==> config.mk <==
export PLATFORM = sky130hd
export DESIGN_NAME = operands_arbiter_flat
export DESIGN_NICKNAME = d
export VERILOG_FILES = /design/src/rtl/operands_arbiter_pkg.sv /design/src/rtl/operands_arbiter_if.sv /design/src/rtl/operands_elastic_buf.sv /design/src/rtl/operands_arbiter.sv /design/src/flat_wrapper.sv
export SDC_FILE = /design/constraint.sdc
export NUM_CORES = 1
export LEC_CHECK = 0
export ABC_CLOCK_PERIOD_IN_PS = 3400
export BUFFER_PORTS_ARGS = -buffer_cell sky130_fd_sc_hd__buf_2
export CORE_AREA = 5 5 326 328
export DETAILED_ROUTE_END_ITERATION = 10
export DIE_AREA = 0 0 331 333
export HOLD_SLACK_MARGIN = 0.02
export PLACE_DENSITY = 0.55
export SYNTH_ARGS = -nofsm -noshare
export SYNTH_HDL_FRONTEND = slang
export SYNTH_SLANG_ARGS = --single-unit
==> constraint.sdc <==
create_clock -name clk -period 3.4 [get_ports clk]
set_input_delay 0.17 -clock clk [delete_from_list [all_inputs] [get_ports clk]]
set_output_delay 0.17 -clock clk [all_outputs]
set_load 0.02 [all_outputs]
==> src/rtl/operands_arbiter_pkg.sv <==
// rtl/operands_arbiter_pkg.sv - shared types for the scalar/vector operands arbiter
package operands_arbiter_pkg;

  typedef enum logic {
    OPSRC_SCALAR = 1'b0,
    OPSRC_VECTOR = 1'b1
  } opsrc_e;

  typedef enum logic {
    ARB    = 1'b0,
    LOCK_V = 1'b1
  } arb_state_e;

  // Vector wins a tie when it is its turn or its weighted run is still open.
  function automatic logic vector_turn(input opsrc_e last_grant, input logic run_open);
    return (last_grant == OPSRC_SCALAR) || run_open;
  endfunction

endpackage

==> src/rtl/operands_arbiter_if.sv <==
// rtl/operands_arbiter_if.sv - operand input streams and dispatch output stream
interface operands_arbiter_if #(
  parameter int DATAW = 256
);
  logic             sc_valid;
  logic [DATAW-1:0] sc_data;
  logic             sc_ready;
  logic             vc_valid;
  logic [DATAW-1:0] vc_data;
  logic             vc_eop;
  logic             vc_ready;
  logic             out_valid;
  logic [DATAW-1:0] out_data;
  logic             out_src;
  logic             out_eop;
  logic             out_ready;

  modport master (
    output sc_valid, sc_data, vc_valid, vc_data, vc_eop, out_ready,
    input  sc_ready, vc_ready, out_valid, out_data, out_src, out_eop
  );

  modport slave (
    input  sc_valid, sc_data, vc_valid, vc_data, vc_eop, out_ready,
    output sc_ready, vc_ready, out_valid, out_data, out_src, out_eop
  );
endinterface

==> src/rtl/operands_elastic_buf.sv <==
// rtl/operands_elastic_buf.sv - 2-entry elastic FIFO between arbitration and dispatch
module operands_elastic_buf #(
  parameter int WIDTH = 258
) (
  input  logic             clk,
  input  logic             reset,
  input  logic             push,
  input  logic [WIDTH-1:0] push_data,
  input  logic             pop,
  output logic [WIDTH-1:0] head,
  output logic [1:0]       count
);

  logic [WIDTH-1:0] mem [2];
  logic             wr_ptr;
  logic             rd_ptr;
  logic             push_ok;
  logic             pop_ok;

  // No pop-through: a full buffer refuses a push even when popping.
  assign push_ok = push && (count != 2'd2);
  assign pop_ok  = pop && (count != 2'd0);
  assign head    = mem[rd_ptr];

  always_ff @(posedge clk or negedge reset) begin
    if (!reset) begin
      mem[0] <= '0;
      mem[1] <= '0;
      wr_ptr <= 1'b0;
      rd_ptr <= 1'b0;
      count  <= 2'd0;
    end else begin
      if (push_ok) begin
        mem[wr_ptr] <= push_data;
        wr_ptr      <= ~wr_ptr;
      end
      if (pop_ok) begin
        rd_ptr <= ~rd_ptr;
      end
      case ({push_ok, pop_ok})
        2'b10:   count <= count + 2'd1;
        2'b01:   count <= count - 2'd1;
        default: count <= count;
      endcase
    end
  end

endmodule

==> src/rtl/operands_arbiter.sv <==
// rtl/operands_arbiter.sv - weighted round-robin merge of scalar and vector operand streams
module operands_arbiter
  import operands_arbiter_pkg::*;
#(
  parameter int DATAW        = 256,
  parameter int VEC_WEIGHT   = 2,
  parameter int STARVE_LIMIT = 16,
  parameter int PERF_W       = 32
) (
  input  logic              clk,
  input  logic              reset,
  operands_arbiter_if.slave bus,
  output logic [PERF_W-1:0] perf_conflicts,
  output logic [PERF_W-1:0] perf_stalls
);

  localparam int RUN_W = $clog2(VEC_WEIGHT + 1);
  localparam int STV_W = $clog2(STARVE_LIMIT + 1);
  localparam logic [RUN_W-1:0] RUN_MAX = RUN_W'(VEC_WEIGHT);
  localparam logic [STV_W-1:0] STV_MAX = STV_W'(STARVE_LIMIT);
  localparam int BW = DATAW + 2;

  arb_state_e       state;
  opsrc_e           last_grant;
  logic [RUN_W-1:0] vec_run;
  logic [STV_W-1:0] starve_cnt;
  logic [1:0]       count;
  logic             full;
  logic             grant_sc;
  logic             grant_vc;
  logic             sc_acc;
  logic             vc_acc;
  logic             run_open;
  logic             conflict;
  logic             stall;
  logic [BW-1:0]    push_data;
  logic [BW-1:0]    head;

  assign full = (count == 2'd2);
  // vec_run == 0 with last_grant == vector only exists out of reset; that tie goes to scalar.
  assign run_open = (vec_run != '0) && (vec_run < RUN_MAX);

  always_comb begin
    grant_sc = 1'b0;
    grant_vc = 1'b0;
    if (state == LOCK_V) begin
      grant_vc = 1'b1;
    end else if (bus.sc_valid && bus.vc_valid) begin
      if (starve_cnt >= STV_MAX)                  grant_sc = 1'b1;
      else if (vector_turn(last_grant, run_open)) grant_vc = 1'b1;
      else                                        grant_sc = 1'b1;
    end else begin
      grant_sc = bus.sc_valid;
      grant_vc = bus.vc_valid;
    end
  end

  assign bus.sc_ready = grant_sc && !full;
  assign bus.vc_ready = grant_vc && !full;
  assign sc_acc       = bus.sc_valid && bus.sc_ready;
  assign vc_acc       = bus.vc_valid && bus.vc_ready;
  assign conflict     = bus.sc_valid && bus.vc_valid;
  assign stall        = full && ((grant_sc && bus.sc_valid) || (grant_vc && bus.vc_valid));
  assign push_data    = sc_acc ? {bus.sc_data, 1'(OPSRC_SCALAR), 1'b1}
                               : {bus.vc_data, 1'(OPSRC_VECTOR), bus.vc_eop};

  operands_elastic_buf #(.WIDTH(BW)) u_buf (
    .clk       (clk),
    .reset     (reset),
    .push      (sc_acc || vc_acc),
    .push_data (push_data),
    .pop       (bus.out_valid && bus.out_ready),
    .head      (head),
    .count     (count)
  );

  assign bus.out_valid = (count != 2'd0);
  assign {bus.out_data, bus.out_src, bus.out_eop} = head;

  always_ff @(posedge clk or negedge reset) begin
    if (!reset) begin
      state          <= ARB;
      last_grant     <= OPSRC_VECTOR;
      vec_run        <= '0;
      starve_cnt     <= '0;
      perf_conflicts <= '0;
      perf_stalls    <= '0;
    end else begin
      case (state)
        ARB:    if (vc_acc && !bus.vc_eop) state <= LOCK_V;
        LOCK_V: if (vc_acc && bus.vc_eop)  state <= ARB;
      endcase

      if (sc_acc) begin
        last_grant <= OPSRC_SCALAR;
        vec_run    <= '0;
        starve_cnt <= '0;
      end else if (bus.sc_valid && !bus.sc_ready && starve_cnt != STV_MAX) begin
        starve_cnt <= starve_cnt + 1'b1;
      end

      if (vc_acc && bus.vc_eop) begin
        last_grant <= OPSRC_VECTOR;
        if (vec_run != RUN_MAX) vec_run <= vec_run + 1'b1;
      end

      perf_conflicts <= perf_conflicts + PERF_W'(conflict);
      perf_stalls    <= perf_stalls + PERF_W'(stall);
    end
  end

endmodule

==> src/flat_wrapper.sv <==
// flat-port wrapper written by rule: the top's interface ports become plain ports
module operands_arbiter_flat import operands_arbiter_pkg::*;
#(
  parameter int DATAW        = 256,
  parameter int VEC_WEIGHT   = 2,
  parameter int STARVE_LIMIT = 16,
  parameter int PERF_W       = 32
)
  (clk, reset, perf_conflicts, perf_stalls, bus_sc_valid, bus_sc_data, bus_vc_valid, bus_vc_data, bus_vc_eop, bus_out_ready, bus_sc_ready, bus_vc_ready, bus_out_valid, bus_out_data, bus_out_src, bus_out_eop);
  operands_arbiter_if #(.DATAW(DATAW)) bus_i ();
  input  logic clk;
  input  logic reset;
  output logic [PERF_W-1:0] perf_conflicts;
  output logic [PERF_W-1:0] perf_stalls;
  input wire logic [$bits(bus_i.sc_valid)-1:0] bus_sc_valid;
  input wire logic [$bits(bus_i.sc_data)-1:0] bus_sc_data;
  input wire logic [$bits(bus_i.vc_valid)-1:0] bus_vc_valid;
  input wire logic [$bits(bus_i.vc_data)-1:0] bus_vc_data;
  input wire logic [$bits(bus_i.vc_eop)-1:0] bus_vc_eop;
  input wire logic [$bits(bus_i.out_ready)-1:0] bus_out_ready;
  output wire logic [$bits(bus_i.sc_ready)-1:0] bus_sc_ready;
  output wire logic [$bits(bus_i.vc_ready)-1:0] bus_vc_ready;
  output wire logic [$bits(bus_i.out_valid)-1:0] bus_out_valid;
  output wire logic [$bits(bus_i.out_data)-1:0] bus_out_data;
  output wire logic [$bits(bus_i.out_src)-1:0] bus_out_src;
  output wire logic [$bits(bus_i.out_eop)-1:0] bus_out_eop;
  assign bus_i.sc_valid = bus_sc_valid;
  assign bus_i.sc_data = bus_sc_data;
  assign bus_i.vc_valid = bus_vc_valid;
  assign bus_i.vc_data = bus_vc_data;
  assign bus_i.vc_eop = bus_vc_eop;
  assign bus_i.out_ready = bus_out_ready;
  assign bus_sc_ready = bus_i.sc_ready;
  assign bus_vc_ready = bus_i.vc_ready;
  assign bus_out_valid = bus_i.out_valid;
  assign bus_out_data = bus_i.out_data;
  assign bus_out_src = bus_i.out_src;
  assign bus_out_eop = bus_i.out_eop;
  operands_arbiter #(.DATAW(DATAW), .VEC_WEIGHT(VEC_WEIGHT), .STARVE_LIMIT(STARVE_LIMIT), .PERF_W(PERF_W)) u_core (.clk(clk), .reset(reset), .bus(bus_i), .perf_conflicts(perf_conflicts), .perf_stalls(perf_stalls));
endmodule
Word-level counts from Yosys, hierarchy flattened. Index checks and enable logic that the tools add are counted.

Order comparisons: 5. Reductions and logical operators: 28. Equality and inequality tests: 6. Add/sub/neg operators: 6. Shift operators: 0. Multipliers: 0. Multiplexer cells: 26. Bitwise operators: 6. Div/mod/pow operators: 0.

Operator list (count): two-way mux 258 bit (5); bitwise mux 516 bit (1); demux 258 bit (select 1 bit) (1); adder 32 x 1 -> 32 bit (2); logical AND 1 bit (17); two-way mux 1 bit (12); two-way mux 5 bit (2); nonzero test 2 bit (5); two-way mux 2 bit (3); adder 5 x 1 -> 5 bit, second input constant (1); greater-or-equal comparator 5 bit, second input constant (1); != test 5 bit, second input constant (1); adder 2 x 1 -> 2 bit, second input constant (2); == test 2 bit, second input constant (2); greater-or-equal comparator 2 bit, second input constant (2); != test 2 bit, second input constant (2); NOT 1 bit (4); NOT 1 -> 2 bit (2); case mux 2 bit (2 select lines) (1); logical NOT 1 bit (3); logical OR 1 bit (3); == test 2 x 1 -> 1 bit, second input constant (1); less-than comparator 2 x 1 -> 1 bit, second input constant (1); less-than comparator 2 bit, second input constant (1); other kinds (2) (2).

Memory bits (read-only): 0. Input bits: 518. Register bits: 593. Output and inout bits: 325. Memories kept: 0. Latch bits: 0. Word-level logic and storage cells: 88. Bits in writable memories: 0.

Logic depth before layout (Yosys ltp).
Depth after elaboration: 13. Gate-level depth with buffers: 8.

Modules after synthesis. Synthesis repeated with hierarchy kept, for this count alone.

Cell total of the unflattened synthesis: 1974. Area total of the unflattened synthesis: 32257.2 um2.

Modules (own cells, without submodules): operands_elastic_buf (instances 1, sequential area each 13012.5 um2, area each 24499.7 um2, cells an instance 1393); operands_arbiter (instances 1, sequential area each 1828.0 um2, area each 7757.4 um2, cells an instance 581).

Worst setup path before layout. OpenSTA, ideal clock, no wires.

Kind: reg-to-reg. From: reg u_core.u_buf.count[0]. To: reg u_core.perf_stalls[26]. Data arrival time: 2.242 ns. Cell stages (with the launch flop): 9. Clock period less this slack: 2.322 ns. Slack: 1.078 ns. Cell sequence: dfrtp_1 > nand2b_1 > a21oi_1 > ha_1 > ha_1 > inv_1 > or4_4 > nor4_1 > xor2_1.

Longest elaborated chain between the ends: 3.

Ends and longest elaborated chain: start, declared (RTL line operands_elastic_buf.sv:11) `output logic [1:0] count`; start signal, assigned (RTL line operands_elastic_buf.sv:41) `2'b10: count <= count + 2'd1;`; start signal, assigned (RTL line operands_elastic_buf.sv:42) `2'b01: count <= count - 2'd1;`; start signal, assigned (RTL line operands_elastic_buf.sv:43) `default: count <= count;`; == test 2 bit (RTL line operands_arbiter.sv:39) `assign full = (count == 2'd2);`; logical AND 1 bit (RTL line operands_arbiter.sv:63) `assign stall = full && ((grant_sc && bus.sc_valid) || (grant_vc && bus.vc_valid));`; adder 32 x 1 -> 32 bit (RTL line operands_arbiter.sv:108) `perf_stalls <= perf_stalls + PERF_W'(stall);`; end signal, assigned (RTL line operands_arbiter.sv:108); end, declared (RTL line operands_arbiter.sv:14) `output logic [PERF_W-1:0] perf_stalls`.

Every way passes these cells. A chain may end at the register's enable or synchronous reset.

Worst setup path after layout.
From: reg u_core.vec_run[1]. To: reg u_core.u_buf.mem[138] (netlist name).

Longest elaborated chain between the ends: 11. Elaborated cells on any way between the ends: 20. Those cells by class: order compare (1); mux (10); reduce/logical (9).

Ends and longest elaborated chain: start, declared (RTL line operands_arbiter.sv:25) `logic [RUN_W-1:0] vec_run;`; start signal, assigned (RTL line operands_arbiter.sv:104) `if (vec_run != RUN_MAX) vec_run <= vec_run + 1'b1;`; less-than comparator 2 bit or nonzero test 2 bit (tied branches) (RTL line operands_arbiter.sv:41) `assign run_open = (vec_run != '0) && (vec_run < RUN_MAX);`; logical AND 1 bit (*) (RTL line operands_arbiter.sv:41); logical OR 1 bit (*) (RTL line operands_arbiter_pkg.sv:16) `return (last_grant == OPSRC_SCALAR) || run_open;`; two-way mux 1 bit (RTL line operands_arbiter.sv:50) `else if (vector_turn(last_grant, run_open)) grant_vc = 1'b1;`; two-way mux 1 bit (RTL line operands_arbiter.sv:49) `if (starve_cnt >= STV_MAX) grant_sc = 1'b1;`; two-way mux 1 bit (RTL line operands_arbiter.sv:48) `end else if (bus.sc_valid && bus.vc_valid) begin`; two-way mux 1 bit (RTL line operands_arbiter.sv:46) `if (state == LOCK_V) begin`; logical AND 1 bit (on tied branches) (RTL line operands_arbiter.sv:58, operands_arbiter.sv:59); logical AND 1 bit (on tied branches) (RTL line operands_arbiter.sv:60, operands_arbiter.sv:61); two-way mux 258 bit or logical OR 1 bit (tied branches) (RTL line operands_arbiter.sv:64, operands_arbiter.sv:70); bitwise mux 516 bit or logical AND 1 bit (tied branches) (RTL line operands_elastic_buf.sv:34, operands_elastic_buf.sv:21); end signal, assigned by index (RTL line operands_elastic_buf.sv:34) `mem[wr_ptr] <= push_data;`; end, declared (RTL line operands_elastic_buf.sv:14) `logic [WIDTH-1:0] mem [2];`.

Mark *: on every way between the ends. The rest lies on a longest branch, timed or not.

==> qor.txt <==
=====================================================================================================
Count of different cell masters after synthesis                                                    41
Summed instance area of the synthesized netlist                                            28150 um^2
Total of buffers placed on input and output ports                                                 842
Synthesis-to-finish area growth                                                                57.11%
Share of the clock period used by the worst path after layout                                  85.01%
Routed via count                                                                                29608
DRT Wirelength                                                                              113200 um
Number of buffers created by CTS                                                                   70
Leading cell types in the layout, fill and taps excluded                                 sky130_fd_sc_hd__buf_2, sky130_fd_sc_hd__dlygate4sd3_1, sky130_fd_sc_hd__dfrtp_1
Share of layout cells above drive strength 1                                                   29.47%
Crit path cell chain                                                                     nand2b_1, a211oi_4, buf_12, buf_12, o21ai_0, a31oi_1, dlygate4sd3_1
Final #Nets                                                                                      4940
Detailed-route wire length per cell                                                          19.36 um
Die area                                                                                  110200 um^2
Net switching power figure                                                                  0.01794 W
Number of synthesis warnings                                                                        0
Critical Path Max Stage Delay                                                                  590 ps
Core Footprint                                                                            102900 um^2
Proportion of register bits with asynchronous set or reset after synthesis                     100.0%
Synthesized area divided by synthesized cell count                                         9.744 um^2
Prevailing post-synth register cell                                                      sky130_fd_sc_hd__dfrtp_1
Storage cell area                                                                          14840 um^2
Slowest library cell on the worst path                                                   sky130_fd_sc_hd__dlygate4sd3_1
Fraction of the mapped netlist area in compound gates                                          16.51%
Vias in the first global route                                                                  31121
Die Wd                                                                                         331 um
Wire length of the first global-routing pass                                                173700 um
Status                                                                                   finished, final reports clean
Dominant combinational cell family by area after synthesis                               compound AO/OA/AOI/OAI gates
CTS tree                                                                                         done
Cells resized by post-CTS repair                                                                    0
Total congestion overflow                                                                           0
Number of antenna violations at the first check in global routing                                   8
Worst slew pin tran                                                                           1018 ps
Worst slew margin relative to its limit                                                        32.13%
Pin count of the biggest net entering global routing                                              141
Std cell rows                                                                                     118
Sequential Power Share                                                                          28.0%
Required time at the endpoint of the critical path                                            3920 ps
Initial cell density of the core                                                               27.35%
Share of synthesized cell area in and, or, nand and nor gates                                  13.99%
Multi-input logic area                                                                     12250 um^2
Share of the synthesized area in the top cell type                                             52.63%
Worst supply voltage drop on vdd                                                            0.5499 mV
Mean number of vias per cell                                                                    5.065
Post-synthesis share of cell area spent on full adders, half adders and majority gates        0.3111%
Sequential share of the synthesized area                                                       52.72%
Detail Route Antenna Nets                                                                           0
Drt first-iter violations                                                                        1971
Setup repair after global routing missed its margin                                             false
Number of enable flip-flop cells after synthesis                                                    0
Detailed-route DRC error count                                                                      0
# IOs                                                                                             843
GPL Wtd Cong                                                                                   0.8352
Cell chosen for the clock root                                                           sky130_fd_sc_hd__clkbuf_16
Critical path launch point type                                                             flip-flop
CP Max Fanout                                                                                      79
Most area-consuming cells after synthesis                                                sky130_fd_sc_hd__dfrtp_1, sky130_fd_sc_hd__a31oi_1, sky130_fd_sc_hd__mux2_2
Cell-internal power                                                                         0.02516 W
Element type at the critical path end                                                       flip-flop
Clock network fraction of design power                                                          17.6%
Switching Share                                                                                41.62%
Post-DP HPWL                                                                                 73450 um
Synth area leader                                                                        sky130_fd_sc_hd__dfrtp_1
Most used cell, CP                                                                       sky130_fd_sc_hd__buf_12
Fillers                                                                                          9819
Maximum buffer depth of the clock tree                                                              3
Fin. Hold Viols                                                                                     0
Peak Freq                                                                                   346.0 MHz
Fin. max-slew vios                                                                                  0
Cell count after synthesis                                                                       2889
Tightest Hold Check Type                                                                 primary input to async pin
Chip height                                                                                    333 um
Total number of clock tree sinks                                                                  593
Sum Neg Setup Slack                                                                              0 ps
Share of the synthesized netlist area taken by xor and xnor gates                              2.147%
Final setup violation count                                                                         0
Clock insertion delay at the later pin of the skew report                                      610 ps
Critical path data arrival time                                                               3420 ps
Worst Setup Path Type                                                                    flip-flop to flip-flop
Synth Register Bits                                                                               593
Number of maximum-capacitance constraint violations                                                 0
Count of TritonRoute iterations in the first routing pass                                           6
Net count after synthesis                                                                        3414
Power density normalized to cell area                                                    974.5 nW/um^2
Worst setup skew after layout                                                                19.28 ps
Leakage Power                                                                                18.42 nW
CTS H-tree lvls                                                                                     3
Most common library cell in the layout ignoring fill and taps                            sky130_fd_sc_hd__buf_2
Worst hold-check slack                                                                       227.5 ps
Final Critical Period                                                                         2890 ps
Clock-pin transition on the worst setup and hold timing paths                                   60 ps
Share of cell area taken by muxes after synthesis                                              10.39%
Global Route Usage Sum                                                                         19.50%
Share of power burned in combinational logic                                                    54.4%
=====================================================================================================
cell type report:
type                            count  share of cell area (%)
Clock inverter                     17                  0.5347
Multi-Input combinational cell   2029                   27.69
Inverter                            8                 0.06790
Sequential cell                   593                   33.56
Clock buffer                       99                   4.597
Tap cell                         1380                   3.904
Antenna cell                        7                 0.03961
Timing Repair Buffer             1713                   29.60
stage by stage:
stage               setup slack [ps]  util [%]  total power, W  cell area, um^2  std cells
floorplan                       1078         -         0.02486            28150       2889
global placement               665.0     33.22         0.03166            34180       4948
detailed placement             599.6     33.22         0.03183            34180       4948
CTS                            566.1     42.96         0.04298            44210       5839
global route                   407.6     42.97         0.04572            44220       5845
finish                         509.8     42.98         0.04310            44230       5846
critical path, delay by kind of cell (launching register included):
kind	cells	cell delay (ps)
buffers and inverters	3	1160
AOI/OAI and AO/OA	3	890
DFF	1	390
and+or+nand+nor	1	230
layer usage:
layer  wire [um]  GRT usage (%)  vias up
met5          26              0        -
met4        6155          9.671        4
met3        8708          4.837      359
met2       53120          32.41     1342
met1       45190          23.57    14332
li1            -              -    13571
power by group through the flow:
stage          logic, W  registers [W]  clock network, W
2_1_floorplan    0.0132         0.0116                 0
5_1_grt          0.0252         0.0124           0.00806
4_1_cts          0.0232         0.0120           0.00778
3_5_place_dp     0.0197         0.0121                 0
6_report         0.0235         0.0121           0.00757
3_3_place_gp     0.0197         0.0120                 0
state kept, by name, indices dropped and copies added (netlist names), named ones only:
signal / count
u_core.last_grant: 1
u_core.perf_conflicts: 32
u_core.perf_stalls: 32
u_core.starve_cnt: 5
u_core.u_buf.count: 2
u_core.u_buf.mem: 516
u_core.u_buf.rd_ptr: 1
u_core.u_buf.wr_ptr: 1
u_core.vec_run: 2
cells by family after synthesis:
family	count (synthesis)
mux	260
fa+ha+maj	7
xor+xnor	69
flops	593
buf+inv	267
compound gates	792
simple gates	901
path summary, 6_finish.rpt:
| path | start | to | slack, ps | cells after the start |
|---|---|---|---|---|
| worst min-delay path | reset | u_core.u_buf.mem[483]$_DFFE_PN0P_ | 230 | 2 |
| max in group asynchronous | reset | u_core.u_buf.mem[171]$_DFFE_PN0P_ | 2080 | 4 |
| worst max register to register | u_core.vec_run[1]$_DFF_PN0_ | u_core.u_buf.mem[138]$_DFFE_PN0P_ | 510 | 7 |
| worst max-delay path | u_core.vec_run[1]$_DFF_PN0_ | u_core.u_buf.mem[138]$_DFFE_PN0P_ | 510 | 7 |
| worst min register to register | u_core.perf_conflicts[31]$_DFF_PN0_ | u_core.perf_conflicts[31]$_DFF_PN0_ | 480 | 1 |
| min in group clk | bus_sc_data[80] | u_core.u_buf.mem[82]$_DFFE_PN0P_ | 400 | 4 |
synth_stat cells (2+ instances only):
| cell type | number |
|---|---|
| sky130_fd_sc_hd__a21oi_1 | 9 |
| sky130_fd_sc_hd__a31oi_1 | 512 |
| sky130_fd_sc_hd__and2_1 | 3 |
| sky130_fd_sc_hd__and3_1 | 13 |
| sky130_fd_sc_hd__and4_1 | 2 |
| sky130_fd_sc_hd__buf_1 | 24 |
| sky130_fd_sc_hd__buf_2 | 66 |
| sky130_fd_sc_hd__buf_4 | 2 |
| sky130_fd_sc_hd__clkbuf_1 | 157 |
| sky130_fd_sc_hd__clkbuf_2 | 10 |
| sky130_fd_sc_hd__dfrtp_1 | 592 |
| sky130_fd_sc_hd__ha_1 | 7 |
| sky130_fd_sc_hd__inv_1 | 8 |
| sky130_fd_sc_hd__mux2_2 | 258 |
| sky130_fd_sc_hd__mux2i_1 | 2 |
| sky130_fd_sc_hd__nand2_1 | 25 |
| sky130_fd_sc_hd__nand2b_1 | 3 |
| sky130_fd_sc_hd__nand3_1 | 283 |
| sky130_fd_sc_hd__nand4_1 | 18 |
| sky130_fd_sc_hd__nand4b_1 | 2 |
| sky130_fd_sc_hd__nor2_1 | 529 |
| sky130_fd_sc_hd__nor2b_1 | 2 |
| sky130_fd_sc_hd__nor3_1 | 8 |
| sky130_fd_sc_hd__nor4_1 | 5 |
| sky130_fd_sc_hd__nor4_4 | 2 |
| sky130_fd_sc_hd__o211ai_1 | 3 |
| sky130_fd_sc_hd__o21ai_0 | 261 |
| sky130_fd_sc_hd__or2_2 | 3 |
| sky130_fd_sc_hd__xnor2_1 | 48 |
| sky130_fd_sc_hd__xor2_1 | 21 |
timing repair:
| item | 4_1_cts | 5_1_grt |
|---|---|---|
| hold buffers | 775 | 0 |
| hold endpoints to repair | 604 | 0 |
| setup buffers | 0 | 0 |
No activity file was read; power rests on OpenSTA's default activity.
